**src/rtl/video_timing_ctrl.sv**
```systemverilog
// Raster timing generator: pixel/line counters, registered syncs and de.
// Stopping always completes the current frame before returning to idle.
module video_timing_ctrl #(
  parameter int   H_ACTIVE = 640,
  parameter int   H_FP     = 16,
  parameter int   H_SYNC   = 96,
  parameter int   H_BP     = 48,
  parameter int   V_ACTIVE = 480,
  parameter int   V_FP     = 10,
  parameter int   V_SYNC   = 2,
  parameter int   V_BP     = 33,
  parameter logic HS_POL   = 1'b0,
  parameter logic VS_POL   = 1'b0
) (
  input  logic        clk,
  input  logic        rst_n,
  input  logic        pclk_ena,
  input  logic        enable,
  output logic        hsync,
  output logic        vsync,
  output logic        de,
  output logic [11:0] hcnt,
  output logic [11:0] vcnt,
  output logic        line_start,
  output logic        frame_start,
  output logic        busy
);

  localparam int H_TOTAL = H_ACTIVE + H_FP + H_SYNC + H_BP;
  localparam int V_TOTAL = V_ACTIVE + V_FP + V_SYNC + V_BP;

  localparam logic [11:0] H_LAST = 12'(H_TOTAL - 1);
  localparam logic [11:0] V_LAST = 12'(V_TOTAL - 1);
  localparam logic [12:0] H_ACT  = 13'(H_ACTIVE);
  localparam logic [12:0] V_ACT  = 13'(V_ACTIVE);
  localparam logic [12:0] HS_BEG = 13'(H_ACTIVE + H_FP);
  localparam logic [12:0] HS_END = 13'(H_ACTIVE + H_FP + H_SYNC);
  localparam logic [12:0] VS_BEG = 13'(V_ACTIVE + V_FP);
  localparam logic [12:0] VS_END = 13'(V_ACTIVE + V_FP + V_SYNC);

  typedef enum logic [1:0] {
    IDLE,
    RUN,
    DRAIN
  } state_t;

  state_t state;

  logic        h_wrap;
  logic        v_wrap;
  logic        stop;
  logic [11:0] h_nxt;
  logic [11:0] v_nxt;
  logic        de_nxt;
  logic        hs_nxt;
  logic        vs_nxt;

  always_comb begin
    h_wrap = (hcnt == H_LAST);
    v_wrap = (vcnt == V_LAST);
    stop   = (state == DRAIN) && !enable && h_wrap && v_wrap;
    h_nxt  = '0;
    v_nxt  = '0;
    if (state != IDLE && !stop) begin
      h_nxt = h_wrap ? 12'd0 : hcnt + 12'd1;
      v_nxt = !h_wrap ? vcnt : (v_wrap ? 12'd0 : vcnt + 12'd1);
    end
    de_nxt = ({1'b0, h_nxt} < H_ACT) && ({1'b0, v_nxt} < V_ACT);
    hs_nxt = ({1'b0, h_nxt} >= HS_BEG) && ({1'b0, h_nxt} < HS_END);
    vs_nxt = ({1'b0, v_nxt} >= VS_BEG) && ({1'b0, v_nxt} < VS_END);
  end

  always_ff @(posedge clk or negedge rst_n) begin
    if (!rst_n) begin
      state       <= IDLE;
      hcnt        <= '0;
      vcnt        <= '0;
      de          <= 1'b0;
      hsync       <= ~HS_POL;
      vsync       <= ~VS_POL;
      line_start  <= 1'b0;
      frame_start <= 1'b0;
    end else begin
      line_start  <= 1'b0;
      frame_start <= 1'b0;
      if (pclk_ena) begin
        unique case (state)
          IDLE: begin
            if (enable) begin
              state       <= RUN;
              hcnt        <= '0;
              vcnt        <= '0;
              de          <= de_nxt;
              hsync       <= hs_nxt ? HS_POL : ~HS_POL;
              vsync       <= vs_nxt ? VS_POL : ~VS_POL;
              line_start  <= 1'b1;
              frame_start <= 1'b1;
            end
          end
          RUN, DRAIN: begin
            // the final pixel of a drained frame lands in idle silently
            if (stop) begin
              state <= IDLE;
              hcnt  <= '0;
              vcnt  <= '0;
              de    <= 1'b0;
              hsync <= ~HS_POL;
              vsync <= ~VS_POL;
            end else begin
              state       <= enable ? RUN : DRAIN;
              hcnt        <= h_nxt;
              vcnt        <= v_nxt;
              de          <= de_nxt;
              hsync       <= hs_nxt ? HS_POL : ~HS_POL;
              vsync       <= vs_nxt ? VS_POL : ~VS_POL;
              line_start  <= (h_nxt == 12'd0);
              frame_start <= (h_nxt == 12'd0) && (v_nxt == 12'd0);
            end
          end
          default: state <= IDLE;
        endcase
      end
    end
  end

  assign busy = (state != IDLE);

endmodule

```
**config.mk**
```make
export PLATFORM = sky130hd
export DESIGN_NAME = video_timing_ctrl
export DESIGN_NICKNAME = d
export VERILOG_FILES = /design/src/rtl/video_timing_ctrl.sv
export SDC_FILE = /design/constraint.sdc
export NUM_CORES = 1
export LEC_CHECK = 0
export CORE_AREA = 10 10 72 86
export CTS_BUF_LIST = sky130_fd_sc_hd__clkbuf_4
export CTS_CLUSTER_DIAMETER = 200
export CTS_CLUSTER_SIZE = 16
export DETAILED_ROUTE_END_ITERATION = 12
export DIE_AREA = 0 0 82 96
export GPL_TIMING_DRIVEN = 0
export PLACE_DENSITY = 0.82
export SYNTH_ARGS = -nofsm -noshare
export SYNTH_HDL_FRONTEND = slang
export SYNTH_SLANG_ARGS = --single-unit
```
**constraint.sdc**
```tcl
create_clock -name clk -period 2.8 [get_ports clk]
set_input_delay 0.28 -clock clk [delete_from_list [all_inputs] [get_ports clk]]
set_output_delay 0.28 -clock clk [all_outputs]
set_load 0.02 [all_outputs]
```
==> flow_metrics.tcl, run 1 <==
set metrics [dict create \
    status "complete, but fails checks" \
    violations "negative hold slack" \
    start_util 0.544 \
    nets 352 \
    synth.cell_area_sq_um 2460 \
    track_usage 0.182 \
    required_ns 3.06 \
    synth.ff_latch_count 31 \
    first_pass_iters 5 \
    power.density_nw_per_um2 512 \
    cts_tree "built" \
    ctsHoldBuffers 0 \
    cts_sinks 31 \
    die_area_sq_um 7870 \
    vias 2545 \
    cap_viol_max_count 0 \
    cts_made_buffers 5 \
    path_class "reg2reg" \
    vias_per_cell 6.35 \
    ant_nets 0 \
    max_freq_mhz 389 \
    numPlacedInstances 393 \
    reg2reg_from "state[0]" \
    core_sq_um 4530 \
    p_int_mw 0.893 \
    yosysTopAreaCell "dfrtp_1" \
    dp_hpwl_microns 5150 \
    cts_root_buffer "clkbuf_4" \
    p_leak_nw 1.19 \
    hold_viol_final 21 \
    synth_top_cell_area_share 0.295 \
    busiest_layer "met2" \
    synth_enable_flop_cells 0 \
    end_kind "flop" \
    die-height_microns 96 \
    use_met1 0.225 \
    clk_pin_slew_ns 0.11 \
    die_w_microns 82 \
    drt_iter0_drc 217 \
    rr_worst_depth 8 \
    use_met3 0.0410 \
    cts.path.max_buffers 2 \
    grt_pass1_vias 2333 \
    cp_max_fo 10 \
    r2r-end "de" \
    io-pin-count 34 \
    cp_data_arrival_time_ns 2.83 \
    p_switching_mw 0.611 \
    grt_max_degree 32 \
    drive_above_1_share 0.0991 \
    synthArstFlopShare 1.00 \
    tns_ns 0 \
    grt-ovfl-total 0 \
    routed_wl_microns 6950 \
    wl_per_cell_microns 17.3 \
    met2_usage 0.299 \
    synth-seq-area-share 0.316 \
    finClkSkew_ns 0.0104 \
    synth_area_leaders "dfrtp_1 29%, o21ai_0 4.9%, nand2_1 4.3%" \
    synth_nets 312 \
    gp_congestion 0.959 \
    startpoint_type "flop" \
    setup-violations-final 0 \
    drc 0 \
    rrSetupSlack_ns 0.23 \
    rows 27 \
    postCtsSetupBuffers 0 \
    period_needed_ns 2.57 \
    grt_pass1_wl_microns 11500 \
    rsz0062_at_grt "false" \
    clock_latency_ns 0.34 \
    fin_crit_sh 0.918 \
    clkPwrFrac 0.234 \
    peakVddDrop_uv 380 \
    ctsResizeCount 0 \
    antenna_found_initial 0 \
    syn_area_per_cell_sq_um 8.16 \
    worstMarginPinSlew_ns 0.718 \
    htreeDepth 2 \
    synthCells 302 \
    slew_viol_final 0 \
    fin_cells 401 \
    port_buffers 33 \
    ys_types 57 \
    power_frac_seq 0.352 \
    pwr-share-comb 0.413 \
    worst_hold_slack_ns -0.0185 \
    relSlewSlack 0.521 \
    antenna_cells 0 \
    min_path_type "in2async" \
    postLayoutCoreUtil 0.649 \
    ys.warnings.count 0 \
    syn_to_final_growth_pct 19.2 \
    synth_ff_type "dfrtp_1" \
    switching_share 0.406 \
]
==> layer usage <==
metal	up-vias	part of all wire
met2	111	0.50
met1	1198	0.41
met5	-	0
li1	1220	-
met3	16	0.071
met4	0	0.024
==> kinds of logic (layout without fill, tap and decap cells) <==
logic type / after synthesis / count (layout) / synth area share
buffers and inverters: 34 / 75 / 0.0660
multiplexers: 6 / 6 / 0.0254
AO/OA/AOI/OAI: 96 / 96 / 0.256
AND/OR/NAND/NOR: 121 / 121 / 0.278
adder cells (fa/ha/maj): 6 / 6 / 0.0305
XOR/XNOR: 8 / 8 / 0.0284
flip-flops: 31 / 31 / 0.316
==> area by class of cell <==
class	count	area [sq um]
flip-flops and latches	31	778
fillers	401	1590
clock inverters	3	38.8
inverters	10	37.5
multi-input cells	237	1520
repair buffers	33	325
plain buffers	24	125
clock buffers	5	37.5
well taps	58	72.6
==> critical path, stage by stage (launching register included) <==
cell and delay [ns]:
dfrtp_1 0.41, inv_1 0.09, ha_1 0.14, clkbuf_1 0.34
mux2_2 0.42, nand2_1 0.26, clkbuf_1 0.49, nand2_1 0.12
a31oi_1 0.21
==> power by group through the flow <==
stage / logic, mW / clock network [mW] / registers [mW]
floorplan: 0.358 / 0 / 0.570
global placement: 0.613 / 0 / 0.536
detailed placement: 0.616 / 0 / 0.538
CTS: 0.619 / 0.359 / 0.529
global route: 0.686 / 0.376 / 0.536
finish: 0.622 / 0.352 / 0.529
==> cell usage after synthesis, drive strengths merged, types with 3 or more instances <==
cell type  count
o21ai         35
dfrtp         29
nand2         28
nor2          21
nand3         16
a21oi         13
buf           13
a31oi         11
clkbuf        11
o31ai         11
inv           10
nor3          10
xnor2          8
and3           7
nand4          7
nor4           7
ha             6
and4           5
and2           4
mux2i          4
nand2b         4
a21o           3
a311oi         3
or3            3
==> flip-flops by register name, indices dropped and copies added (netlist names) <==
| name | flops |
|---|---|
| vcnt | 12 |
| de | 1 |
| frame_start | 1 |
| line_start | 1 |
| hsync | 1 |
| hcnt | 12 |
| vsync | 1 |
| state | 2 |
==> how the worst max path moves through the flow <==
stage / start / slack (ns) / to / cells past startpoint
2_1_floorplan: hcnt[1] / 0.54 / frame_start / 9
3_3_place_gp: state[1] / 0.29 / de / 8
3_5_place_dp: state[0] / 0.24 / de / 8
4_1_cts: state[0] / 0.24 / de / 8
5_1_grt: state[1] / 0.02 / hcnt[2] / 8
6_report: state[0] / 0.23 / de / 8
==> through the flow <==
stage	cell area, sq um	hold WS, ns	setup slack (ns)	power, mW
detailed placement	2860	0.375	0.243	1.15
global route	2940	0.0152	0.0225	1.60
CTS	2940	0.00492	0.241	1.51
global placement	2870	0.490	0.292	1.15
finish	2940	-0.0185	0.229	1.50
floorplan	2460	-0.0156	0.541	0.928
==> layout by cell type (no fill, tap or decap), drive strengths merged, types with 5 or more instances in the layout <==
| cell | count |
|---|---|
| nor4 | 7 |
| a21oi | 13 |
| and3 | 7 |
| buf | 14 |
| inv | 10 |
| dfrtp | 29 |
| nand4 | 7 |
| o31ai | 11 |
| clkdlybuf4s50 | 32 |
| o21ai | 35 |
| ha | 6 |
| nor3 | 10 |
| nand3 | 16 |
| and4 | 5 |
| a31oi | 11 |
| nor2 | 21 |
| clkbuf | 16 |
| nand2 | 28 |
| xnor2 | 8 |
No activity file was read; power rests on OpenSTA's default activity.
==> run 2, diff against run 1 <==
==> constraint.sdc (replaced) <==
create_clock -name clk -period 2.9 [get_ports clk]
set_input_delay 0.29 -clock clk [delete_from_list [all_inputs] [get_ports clk]]
set_output_delay 0.29 -clock clk [all_outputs]
set_load 0.02 [all_outputs]
==> results of run 2 <==
The final DEF is identical to that of run 1. Status: complete, but fails checks: negative hold slack.
Main changes from that run: setup slack after placement 0.243 ns -> 0.343 ns; setup slack after layout 0.229 ns -> 0.329 ns; hold slack -0.0185 ns -> -0.00854 ns; number of hold violations in the final report 21 -> 20; register-to-register setup slack 0.23 ns -> 0.33 ns; total power 1.50 mW -> 1.45 mW; worst IR drop on VDD 380 uV -> 367 uV
==> run 3, diff against run 2 <==
--- a/config.mk
+++ b/config.mk
@@ -5,12 +5,12 @@
 export SDC_FILE = /design/constraint.sdc
 export NUM_CORES = 1
 export LEC_CHECK = 0
-export CORE_AREA = 10 10 72 86
+export CORE_AREA = 2 2 64 78
 export CTS_BUF_LIST = sky130_fd_sc_hd__clkbuf_4
 export CTS_CLUSTER_DIAMETER = 200
 export CTS_CLUSTER_SIZE = 16
 export DETAILED_ROUTE_END_ITERATION = 12
-export DIE_AREA = 0 0 82 96
+export DIE_AREA = 0 0 66 80
 export GPL_TIMING_DRIVEN = 0
 export PLACE_DENSITY = 0.82
 export SYNTH_ARGS = -nofsm -noshare
==> run 3 against run 2 <==
Setup slack improved by 0.0077 ns. Non-clock buffer count unchanged. Wire length decreased by 3.6%. Power about the same. Final cell count unchanged. Sequential share of layout area unchanged. The flow still finishes with violations (negative hold slack). Clock-buffer cell count unchanged. Largest cell class unchanged.
==> flow_metrics.tcl, run 3 (synthesized netlist as in run 1, its figures left out) <==
set metrics [dict create \
    status "complete, but fails checks" \
    violations "negative hold slack" \
    grt_pass1_vias 2368 \
    dp_hpwl_microns 4840 \
    cts.path.max_buffers 2 \
    crit_family "compound AO/OA/AOI/OAI gates" \
    antenna_found_initial 0 \
    ctsHoldBuffers 0 \
    slew_viol_final 0 \
    vias 2531 \
    wl_per_cell_microns 16.7 \
    crit_buf_inv 2 \
    cts_tree "built" \
    clkPwrFrac 0.235 \
    clock_latency_ns 0.34 \
    pwr-share-comb 0.412 \
    period_needed_ns 2.56 \
    cap_viol_max_count 0 \
    required_ns 3.15 \
    crit_slowest_cell "o311ai_4" \
    setup-violations-final 0 \
    cp_data_arrival_time_ns 2.82 \
    p_int_mw 0.862 \
    antenna_cells 0 \
    p_switching_mw 0.589 \
    path_class "reg2reg" \
    rsz0062_at_grt "false" \
    tns_ns 0 \
    end_kind "flop" \
    routed_wl_microns 6710 \
    cts_made_buffers 5 \
    syn_to_final_growth_pct 19.2 \
    htreeDepth 2 \
    min_path_type "in2async" \
    startpoint_type "flop" \
    ctsResizeCount 0 \
    layout_common_cells "32 x clkdlybuf4s50_1, 29 x dfrtp_1, 28 x nand2_1" \
    io-pin-count 34 \
    grt-ovfl-total 0 \
    die_area_sq_um 5280 \
    switching_share 0.406 \
    max_stage_delay_ns 0.60 \
    largestRegisters "hcnt: 12 flops, vcnt: 12 flops, state: 2 flops" \
    path_cells "ha_1 -> buf_2 -> and3_4 -> nand4_4 -> o311ai_4 -> buf_4 -> a21oi_1 -> a31oi_1" \
    power_frac_seq 0.353 \
    ant_nets 0 \
    hold_viol_final 18 \
    cts_root_buffer "clkbuf_4" \
    fin_crit_sh 0.884 \
    first_pass_iters 5 \
    core_sq_um 4530 \
    post-place-ws_ns 0.360 \
    cts_sinks 31 \
    nets 352 \
    gp_congestion 0.965 \
    max_freq_mhz 390 \
    drt_iter0_drc 168 \
    drc 0 \
    cp_max_fo 10 \
    final_common_cell "clkdlybuf4s50_1" \
    postCtsSetupBuffers 0 \
    port_buffers 33 \
    rows 27 \
    grt_pass1_wl_microns 11400 \
    worst_hold_slack_ns -0.0107 \
    grt_max_degree 32 \
    die-height_microns 80 \
    drive_above_1_share 0.0991 \
    power.density_nw_per_um2 494 \
    relSlewSlack 0.514 \
    peakVddDrop_uv 376 \
    worstMarginPinSlew_ns 0.726 \
    finClkSkew_ns 0.00917 \
    die_w_microns 66 \
    postLayoutCoreUtil 0.649 \
    start_util 0.544 \
    vias_per_cell 6.31 \
    p_leak_nw 1.19 \
    setup_slack_ns 0.337 \
    track_usage 0.279 \
    clk_pin_slew_ns 0.11 \
]
## run 3: stage by stage
step / total power, mW / area (sq um) / std cells
floorplan: 0.896 / 2460 / 302
global placement: 1.10 / 2870 / 393
detailed placement: 1.11 / 2860 / 393
CTS: 1.46 / 2940 / 401
global route: 1.53 / 2940 / 401
finish: 1.45 / 2940 / 401
## run 3: power groups by stage
stage                     Combinational [mW]  Sequential [mW]  Clock (mW)
after CTS                              0.595            0.512       0.349
after detailed placement               0.593            0.520           0
after global placement                 0.586            0.518           0
after global routing                   0.655            0.519       0.359
final                                  0.597            0.513       0.341
after floorplan                        0.345            0.551           0
## run 3: layer usage
| layer | wire length [microns] | up-vias | GRT usage |
|---|---|---|---|
| met5 | 0 | - | 0 |
| met4 | 127 | 0 | 0.106 |
| met3 | 401 | 13 | 0.0465 |
| met2 | 3330 | 100 | 0.477 |
| met1 | 2840 | 1201 | 0.349 |
| li1 | - | 1217 | - |
## run 3: final cells by class
class,count,area (sq um)
sequential,31,778
tap,58,72.6
clock inverter,3,38.8
multi-input combinational,237,1520
fill,406,1590
clock buffer,5,37.5
buffer,24,125
timing repair buffer,33,325
inverter,10,37.5
## run 3: worst paths after layout
check                      startpoint        to  slack [ns]  depth (start not counted)
max                           hcnt[1]     vsync        0.34                          8
min                             rst_n  state[0]       -0.01                          1
max reg2reg                   hcnt[1]     vsync        0.34                          8
min reg2reg                  state[0]  state[0]        0.54                          2
max in group asynchronous       rst_n   hcnt[3]        2.44                          1
min in group clk             state[0]  state[0]        0.54                          2
